==> config.mk <==
export PLATFORM = sky130hd
export DESIGN_NAME = lsu_write_buffer_flat
export DESIGN_NICKNAME = d
export VERILOG_FILES = /design/src/rtl/xrisc_pkg.sv /design/src/rtl/lsu_write_buffer_if.sv /design/src/rtl/sync_fifo.sv /design/src/rtl/lsu_write_buffer.sv /design/src/flat_wrapper.sv
export SDC_FILE = /design/constraint.sdc
export NUM_CORES = 1
export LEC_CHECK = 0
export ABC_AREA = 1
export ABC_CLOCK_PERIOD_IN_PS = 3700
export CAP_MARGIN = 25
export CORE_AREA = 2 2 226 228
export CTS_BUF_LIST = sky130_fd_sc_hd__clkbuf_8
export CTS_CLUSTER_SIZE = 40
export DETAILED_ROUTE_END_ITERATION = 10
export DIE_AREA = 0 0 228 230
export HOLD_SLACK_MARGIN = 0.02
export PLACE_DENSITY_LB_ADDON = 0.2
export SLEW_MARGIN = 10
export SYNTH_ARGS = -nofsm -noshare
export SYNTH_HDL_FRONTEND = slang
export SYNTH_SLANG_ARGS = --single-unit
==> constraint.sdc <==
create_clock -name clk -period 3.7 [get_ports clk]
set_input_delay 0.74 -clock clk [delete_from_list [all_inputs] [get_ports clk]]
set_output_delay 0.74 -clock clk [all_outputs]
set_load 0.005 [all_outputs]
==> src/rtl/xrisc_pkg.sv <==
// Shared types for the load/store unit: FSM states, store-buffer entry layout
// and the byte-offset width that is stripped from word addresses.
package xrisc_pkg;

  localparam int unsigned WORD_OFFSET_BITS = 2;
  localparam int unsigned XLEN             = 32;

  typedef enum logic [1:0] {
    IDLE    = 2'd0,
    ST_REQ  = 2'd1,
    LD_REQ  = 2'd2,
    LD_WAIT = 2'd3
  } lsu_state_t;

  typedef struct packed {
    logic [XLEN-WORD_OFFSET_BITS-1:0] waddr;
    logic [XLEN-1:0]                  data;
  } st_entry_t;

endpackage

==> src/rtl/lsu_write_buffer_if.sv <==
// Core-side request/response and memory-side req/gnt/rvalid signals of the LSU.
// master = core + memory environment, slave = the LSU itself.
interface lsu_write_buffer_if #(
  parameter int unsigned AW = 32,
  parameter int unsigned DW = 32
);
  logic          req_valid;
  logic          req_we;
  logic [AW-1:0] req_addr;
  logic [DW-1:0] req_wdata;
  logic          req_ready;
  logic          rsp_valid;
  logic [DW-1:0] rsp_rdata;
  logic          mem_req;
  logic          mem_we;
  logic [AW-1:0] mem_addr;
  logic [DW-1:0] mem_wdata;
  logic          mem_gnt;
  logic          mem_rvalid;
  logic [DW-1:0] mem_rdata;

  modport master (
    output req_valid, req_we, req_addr, req_wdata,
    input  req_ready, rsp_valid, rsp_rdata,
    input  mem_req, mem_we, mem_addr, mem_wdata,
    output mem_gnt, mem_rvalid, mem_rdata
  );

  modport slave (
    input  req_valid, req_we, req_addr, req_wdata,
    output req_ready, rsp_valid, rsp_rdata,
    output mem_req, mem_we, mem_addr, mem_wdata,
    input  mem_gnt, mem_rvalid, mem_rdata
  );
endinterface

==> src/rtl/sync_fifo.sv <==
// Store FIFO: power-of-two depth, push refused when full, pop refused when
// empty. All slots plus the read pointer are exported so the owner can search
// entries in age order.
module sync_fifo #(
  parameter int unsigned DEPTH = 4,
  parameter int unsigned WIDTH = 32
) (
  input  logic                            i_clk,
  input  logic                            i_rst_n,
  input  logic                            i_push,
  input  logic [WIDTH-1:0]                i_push_data,
  input  logic                            i_pop,
  output logic                            o_full,
  output logic                            o_empty,
  output logic [$clog2(DEPTH):0]          o_count,
  output logic [$clog2(DEPTH)-1:0]        o_rd_ptr,
  output logic [DEPTH-1:0][WIDTH-1:0]     o_entries
);
  localparam int unsigned PW = $clog2(DEPTH);

  logic [PW-1:0]                r_rd_ptr;
  logic [PW-1:0]                r_wr_ptr;
  logic [PW:0]                  r_count;
  logic [DEPTH-1:0][WIDTH-1:0]  r_mem;
  logic                         w_push;
  logic                         w_pop;

  assign o_full    = (r_count == (PW+1)'(DEPTH));
  assign o_empty   = (r_count == '0);
  assign w_push    = i_push & ~o_full;
  assign w_pop     = i_pop & ~o_empty;
  assign o_count   = r_count;
  assign o_rd_ptr  = r_rd_ptr;
  assign o_entries = r_mem;

  // Pointer/count bookkeeping and slot writes; pointers wrap naturally.
  always_ff @(posedge i_clk or negedge i_rst_n) begin
    if (!i_rst_n) begin
      r_rd_ptr <= '0;
      r_wr_ptr <= '0;
      r_count  <= '0;
      r_mem    <= '0;
    end else begin
      if (w_push) begin
        r_mem[r_wr_ptr] <= i_push_data;
        r_wr_ptr        <= r_wr_ptr + PW'(1);
      end
      if (w_pop) begin
        r_rd_ptr <= r_rd_ptr + PW'(1);
      end
      case ({w_push, w_pop})
        2'b10:   r_count <= r_count + (PW+1)'(1);
        2'b01:   r_count <= r_count - (PW+1)'(1);
        default: r_count <= r_count;
      endcase
    end
  end

endmodule

==> src/rtl/lsu_write_buffer.sv <==
// Load/store unit with a store buffer. Stores are queued and drained in the
// background; loads forward from the youngest matching buffered store, and
// loads that miss the buffer overtake pending stores to memory (safe because
// no buffered store aliases the missing word).
module lsu_write_buffer
  import xrisc_pkg::*;
#(
  parameter int unsigned DEPTH = 4,
  parameter int unsigned DW    = 32,
  parameter int unsigned AW    = 32
) (
  input  logic               clk,
  input  logic               reset,
  lsu_write_buffer_if.slave  bus,
  output logic               buf_empty
);
  localparam int unsigned PW  = $clog2(DEPTH);
  localparam int unsigned WAW = AW - WORD_OFFSET_BITS;
  localparam int unsigned EW  = WAW + DW;

  lsu_state_t                r_state;
  logic                      r_mem_req;
  logic                      r_mem_we;
  logic [AW-1:0]             r_mem_addr;
  logic [DW-1:0]             r_mem_wdata;
  logic                      r_rsp_valid;
  logic [DW-1:0]             r_rsp_rdata;

  logic [WAW-1:0]            w_waddr;
  logic                      w_unused_lsb;
  logic                      w_full;
  logic                      w_empty;
  logic [PW:0]               w_count;
  logic [PW-1:0]             w_rd_ptr;
  logic [DEPTH-1:0][EW-1:0]  w_entries;
  logic [EW-1:0]             w_head;
  logic [EW-1:0]             w_next;
  logic                      w_hit;
  logic [DW-1:0]             w_fwd_data;
  logic                      w_ready;
  logic                      w_acc;
  logic                      w_st_acc;
  logic                      w_ld_hit;
  logic                      w_ld_miss;
  logic                      w_miss_pending;
  logic                      w_pop;

  assign w_waddr      = bus.req_addr[AW-1:WORD_OFFSET_BITS];
  assign w_unused_lsb = ^bus.req_addr[WORD_OFFSET_BITS-1:0];

  assign w_head = w_entries[w_rd_ptr];
  assign w_next = w_entries[w_rd_ptr + PW'(1)];
  assign w_pop  = (r_state == ST_REQ) & bus.mem_gnt;

  sync_fifo #(
    .DEPTH (DEPTH),
    .WIDTH (EW)
  ) u_fifo (
    .i_clk       (clk),
    .i_rst_n     (reset),
    .i_push      (w_st_acc),
    .i_push_data ({w_waddr, bus.req_wdata}),
    .i_pop       (w_pop),
    .o_full      (w_full),
    .o_empty     (w_empty),
    .o_count     (w_count),
    .o_rd_ptr    (w_rd_ptr),
    .o_entries   (w_entries)
  );

  // Forwarding search in age order (oldest first) so the youngest match wins.
  always_comb begin
    w_hit      = 1'b0;
    w_fwd_data = '0;
    for (int unsigned i = 0; i < DEPTH; i++) begin
      if (((PW+1)'(i) < w_count) &&
          (w_entries[w_rd_ptr + PW'(i)][EW-1:DW] == w_waddr)) begin
        w_hit      = 1'b1;
        w_fwd_data = w_entries[w_rd_ptr + PW'(i)][DW-1:0];
      end
    end
  end

  // Acceptance: stores need space, hits avoid the load path, misses need IDLE.
  always_comb begin
    if (bus.req_we) begin
      w_ready = ~w_full;
    end else if (w_hit) begin
      w_ready = (r_state != LD_REQ) && (r_state != LD_WAIT);
    end else begin
      w_ready = (r_state == IDLE);
    end
  end

  assign w_acc          = bus.req_valid & w_ready;
  assign w_st_acc       = w_acc & bus.req_we;
  assign w_ld_hit       = w_acc & ~bus.req_we & w_hit;
  assign w_ld_miss      = w_acc & ~bus.req_we & ~w_hit;
  assign w_miss_pending = bus.req_valid & ~bus.req_we & ~w_hit;

  // Memory-port FSM with registered request and response outputs.
  always_ff @(posedge clk or negedge reset) begin
    if (!reset) begin
      r_state     <= IDLE;
      r_mem_req   <= 1'b0;
      r_mem_we    <= 1'b0;
      r_mem_addr  <= '0;
      r_mem_wdata <= '0;
      r_rsp_valid <= 1'b0;
      r_rsp_rdata <= '0;
    end else begin
      r_rsp_valid <= 1'b0;
      if (w_ld_hit) begin
        r_rsp_valid <= 1'b1;
        r_rsp_rdata <= w_fwd_data;
      end
      case (r_state)
        IDLE: begin
          if (w_ld_miss) begin
            r_state    <= LD_REQ;
            r_mem_req  <= 1'b1;
            r_mem_we   <= 1'b0;
            r_mem_addr <= {w_waddr, {WORD_OFFSET_BITS{1'b0}}};
          end else if (!w_empty) begin
            r_state     <= ST_REQ;
            r_mem_req   <= 1'b1;
            r_mem_we    <= 1'b1;
            r_mem_addr  <= {w_head[EW-1:DW], {WORD_OFFSET_BITS{1'b0}}};
            r_mem_wdata <= w_head[DW-1:0];
          end
        end
        ST_REQ: begin
          if (bus.mem_gnt) begin
            // Chain straight into the next entry unless a miss is waiting
            // for IDLE to claim the port.
            if ((w_count > (PW+1)'(1)) && !w_miss_pending) begin
              r_mem_addr  <= {w_next[EW-1:DW], {WORD_OFFSET_BITS{1'b0}}};
              r_mem_wdata <= w_next[DW-1:0];
            end else begin
              r_state   <= IDLE;
              r_mem_req <= 1'b0;
            end
          end
        end
        LD_REQ: begin
          if (bus.mem_gnt) begin
            r_state   <= LD_WAIT;
            r_mem_req <= 1'b0;
          end
        end
        LD_WAIT: begin
          if (bus.mem_rvalid) begin
            r_state     <= IDLE;
            r_rsp_valid <= 1'b1;
            r_rsp_rdata <= bus.mem_rdata;
          end
        end
        default: r_state <= IDLE;
      endcase
    end
  end

  assign bus.req_ready = w_ready;
  assign bus.rsp_valid = r_rsp_valid;
  assign bus.rsp_rdata = r_rsp_rdata;
  assign bus.mem_req   = r_mem_req;
  assign bus.mem_we    = r_mem_we;
  assign bus.mem_addr  = r_mem_addr;
  assign bus.mem_wdata = r_mem_wdata;
  assign buf_empty     = w_empty && (r_state != ST_REQ);

endmodule

==> src/flat_wrapper.sv <==
// flat-port wrapper written by rule: the top's interface ports become plain ports
module lsu_write_buffer_flat import xrisc_pkg::*;
#(
  parameter int unsigned DEPTH = 4,
  parameter int unsigned DW    = 32,
  parameter int unsigned AW    = 32
)
  (clk, reset, buf_empty, bus_req_valid, bus_req_we, bus_req_addr, bus_req_wdata, bus_req_ready, bus_rsp_valid, bus_rsp_rdata, bus_mem_req, bus_mem_we, bus_mem_addr, bus_mem_wdata, bus_mem_gnt, bus_mem_rvalid, bus_mem_rdata);
  lsu_write_buffer_if #(.AW(AW), .DW(DW)) bus_i ();
  input  logic clk;
  input  logic reset;
  output logic buf_empty;
  input wire logic [$bits(bus_i.req_valid)-1:0] bus_req_valid;
  input wire logic [$bits(bus_i.req_we)-1:0] bus_req_we;
  input wire logic [$bits(bus_i.req_addr)-1:0] bus_req_addr;
  input wire logic [$bits(bus_i.req_wdata)-1:0] bus_req_wdata;
  output wire logic [$bits(bus_i.req_ready)-1:0] bus_req_ready;
  output wire logic [$bits(bus_i.rsp_valid)-1:0] bus_rsp_valid;
  output wire logic [$bits(bus_i.rsp_rdata)-1:0] bus_rsp_rdata;
  output wire logic [$bits(bus_i.mem_req)-1:0] bus_mem_req;
  output wire logic [$bits(bus_i.mem_we)-1:0] bus_mem_we;
  output wire logic [$bits(bus_i.mem_addr)-1:0] bus_mem_addr;
  output wire logic [$bits(bus_i.mem_wdata)-1:0] bus_mem_wdata;
  input wire logic [$bits(bus_i.mem_gnt)-1:0] bus_mem_gnt;
  input wire logic [$bits(bus_i.mem_rvalid)-1:0] bus_mem_rvalid;
  input wire logic [$bits(bus_i.mem_rdata)-1:0] bus_mem_rdata;
  assign bus_i.req_valid = bus_req_valid;
  assign bus_i.req_we = bus_req_we;
  assign bus_i.req_addr = bus_req_addr;
  assign bus_i.req_wdata = bus_req_wdata;
  assign bus_req_ready = bus_i.req_ready;
  assign bus_rsp_valid = bus_i.rsp_valid;
  assign bus_rsp_rdata = bus_i.rsp_rdata;
  assign bus_mem_req = bus_i.mem_req;
  assign bus_mem_we = bus_i.mem_we;
  assign bus_mem_addr = bus_i.mem_addr;
  assign bus_mem_wdata = bus_i.mem_wdata;
  assign bus_i.mem_gnt = bus_mem_gnt;
  assign bus_i.mem_rvalid = bus_mem_rvalid;
  assign bus_i.mem_rdata = bus_mem_rdata;
  lsu_write_buffer #(.DEPTH(DEPTH), .DW(DW), .AW(AW)) u_core (.clk(clk), .reset(reset), .bus(bus_i), .buf_empty(buf_empty));
endmodule
==> flow_summary.yaml <==
sta:
  fmaxAchievable_mhz: 240.5
  final_hold_viol_count: 0
  grt_setup_unrepaired: "yes"
  worstMarginPinSlew_ps: 697.3
  finalCritPeriodShare_pct: 112.4
  timing.hold.ws_ps: 469.7
  maxSlewViolCount: 0
  setup_tns_ps: -463.1
  fin_ws_ps: -457.4
  period_minus_slack_ps: 4157
  setup_viol: 3
  slew_headroom_pct: 53.51
  fin_skew_ps: 42.63
run_status:
  violations: "negative setup slack"
  status: "complete, but fails checks"
setup_path:
  cpMaxStageDelayCell: "dfrtp_4"
  reg2reg_from: "u_core.u_fifo.o_rd_ptr[0]"
  cp_cell_sequence: "buf_12 > inv_16 > buf_16 > clkbuf_16 > nand2_1 > nand2_2 > nand2_4 > nand3_4 > nand2_2 > nor2_2 > nand3_1 > nor2_1 > nand2_1 > nor2_4 > nor2_4 > nand2_2 > nand2_2 > a21oi_2 > a21o_1 > buf_2"
  max_stage_delay_ps: 500
  cp.arrival_ps: 3420
  startpoint: "u_core.u_fifo.o_rd_ptr[0]"
  reg2reg_depth: 26
  crit_type: "reg -> out"
  critPathCaptureType: "output pin"
  path_common_cell: "nand2_2"
  worstPathMaxFanout: 7
  start_kind: "flip-flop"
  critPathRequiredTime_ps: 2960
  worst-r2r-setup-slack_ps: 0
  endpoint: "bus_req_ready"
  r2r-end: "u_core.bus.mem_addr[30]"
global_route:
  grt_max_degree: 138
  grt_pass1_wl_um: 136200
  track_usage_pct: 32.67
  antenna_found_initial: 3
  grt_pass1_vias: 25190
  overflow: 0
synth:
  synth_area_um2: 24690
  ys.warnings.count: 0
  synth-edff-count: 0
  syn-instance-count: 3949
  ys_async_sr_fraction_pct: 100.0
  synth_seq_cells: 354
  ys.flop_type: "dfrtp_1"
  netlist.area_leader.share_pct: 35.87
  ys_top_cells_by_area: "dfrtp_1 (36%), nand2_1 (26%), o21ai_0 (9.0%), nand3_1 (8.1%), inv_1 (4.5%)"
  ys_seq_area_share_pct: 35.87
  ys_types: 33
  avgSynthCellArea_um2: 6.253
  synth_area_leader_cell: "dfrtp_1"
floorplanning:
  rows: 82
  die_height_um: 230
  core_um2: 49860
  die-area_um2: 52440
  die_w_um: 228
  ios: 203
  initial_core_util_pct: 49.52
cts:
  cts_sinks: 354
  ctsRootBufferMaster: "clkbuf_8"
  cts.htree.levels: 3
  cts_buffers: 67
  cts_tree: "built"
  cts.clk_slew.worst_paths_ps: 70
  clockBufferDepth: 3
  insertion_delay_ps: 670
placed_design:
  placed_cell_area_um2: 29010
  dp_hpwl_um: 57440
  port-buffer-count: 198
  gp_congestion: 0.9766
  dp.cells: 4839
routing:
  drt_iter0_markers: 3177
  drt_first_pass_iters: 6
  ant_nets: 0
  wl_per_cell_um: 17.71
  vias: 27440
  wl_um: 88920
  routed_via_density: 5.464
  drc: 0
final_layout:
  drive_above_1_share_pct: 17.59
  finalNetCount: 4413
  final_common_cell: "nand2_1"
  area_delta_synth_final_pct: 32.07
  postLayoutCellArea_um2: 32610
  final_cells: 5021
  layout_common_cells: "nand2_1 (1579), o21ai_0 (439), dfrtp_1 (352)"
power_and_ir_drop:
  total_leakage_power_uw: 0.01639
  p_per_area_nw_per_um2: 1047
  vdd_ir_drop_max_v: 0.0004854
run:
  maxCapViolCount: 0
hold_path:
  hp-class: "reg -> reg"
==> layer usage <==
layer	up-vias	GRT usage (%)	part of all wire, %
met5	-	0	0.031
li1	13280	-	-
met4	4	14.91	4.7
met1	12590	43.80	41
met2	1277	50.77	44
met3	290	6.969	10
==> report_power, final <==
group | internal [µW] | switching [µW] | total [µW]
logic | 9100 | 13500 | 22600
clock network | 2520 | 1840 | 4370
registers | 5870 | 1250 | 7120
total | 17500 | 16600 | 34100
==> cells in the mapped netlist (30+ instances only) <==
cell type,count
nand3_1,400
buf_2,68
o21a_1,64
inv_1,297
dfrtp_1,354
o21ai_0,446
a21oi_1,60
nand2_1,1720
o211ai_1,30
nand4_1,31
nor2_1,188
mux2_2,32
clkbuf_1,143
==> sequential cells by signal (all words and copies together) (netlist names) <==
name                     count
u_core.u_fifo.o_entries    248
u_core.bus.mem_wdata        32
u_core.bus.rsp_rdata        32
u_core.bus.mem_addr         30
u_core.u_fifo.o_count        3
u_core.r_state               2
u_core.u_fifo.o_rd_ptr       2
u_core.u_fifo.r_wr_ptr       2
u_core.bus.mem_req           1
u_core.bus.mem_we            1
u_core.bus.rsp_valid         1
==> worst max-delay path: cells and delay by family, from the launching register on <==
kind / cells / cell delay (ps)
buf+inv: 5 / 710
simple gates: 13 / 1210
compound gates: 2 / 280
flops: 1 / 500
==> worst min path at each step <==
stage / from / end / slack (ps) / cells past startpoint
after global placement: u_core.bus.mem_wdata[20] / u_core.bus.mem_wdata[20] / 460 / 2
after CTS: u_core.bus.mem_wdata[20] / u_core.bus.mem_wdata[20] / 470 / 2
after detailed placement: u_core.bus.mem_wdata[20] / u_core.bus.mem_wdata[20] / 460 / 2
final: u_core.bus.mem_wdata[20] / u_core.bus.mem_wdata[20] / 470 / 2
after global routing: u_core.bus.mem_wdata[2] / u_core.bus.mem_wdata[2] / 490 / 2
after floorplan: reset / u_core.bus.mem_addr[10] / 440 / 0
==> cell families (layout without fill, tap and decap cells) <==
kind of cell / count (synthesis) / after routing / share of synthesized area [%]
multiplexers: 55 / 55 / 2.392
XOR/XNOR: 7 / 7 / 0.2483
AO/OA/AOI/OAI: 605 / 605 / 13.29
other: 1 / 3 / 0.01519
buffers and inverters: 558 / 956 / 9.085
AND/OR/NAND/NOR: 2355 / 2355 / 38.39
adder cells (fa/ha/maj): 14 / 14 / 0.7094
flip-flops: 354 / 354 / 35.87
==> stage by stage <==
| stage | total power [µW] | util, % | setup slack, ps |
|---|---|---|---|
| floorplan | 18950 | - | 620.7 |
| global placement | 25820 | 58.17 | -345.0 |
| detailed placement | 26180 | 58.17 | -338.4 |
| CTS | 32000 | 63.21 | -402.0 |
| global route | 36730 | 65.40 | -588.5 |
| finish | 34130 | 65.40 | -457.4 |
==> area by class of cell <==
| class | count | area [µm²] |
|---|---|---|
| Fill cell | 4439 | 17250 |
| Multi-Input combinational cell | 3038 | 14710 |
| Sequential cell | 354 | 8864 |
| Timing Repair Buffer | 530 | 5515 |
| Clock buffer | 86 | 1184 |
| Inverter | 306 | 1167 |
| Tap cell | 672 | 840.8 |
| Clock inverter | 34 | 329.1 |
| Antenna cell | 1 | 2.502 |
==> what timing repair did <==
item                                   4_1_cts  5_1_grt
buffers inserted                            37       15
endpoints found under the hold margin       46        0
gates cloned                                10        6
pin swaps                                   40      104
gates resized for setup                    118      248
hold buffers                                 1        0
setup endpoints to repair                    1       98
No activity file was read; power rests on OpenSTA's default activity.
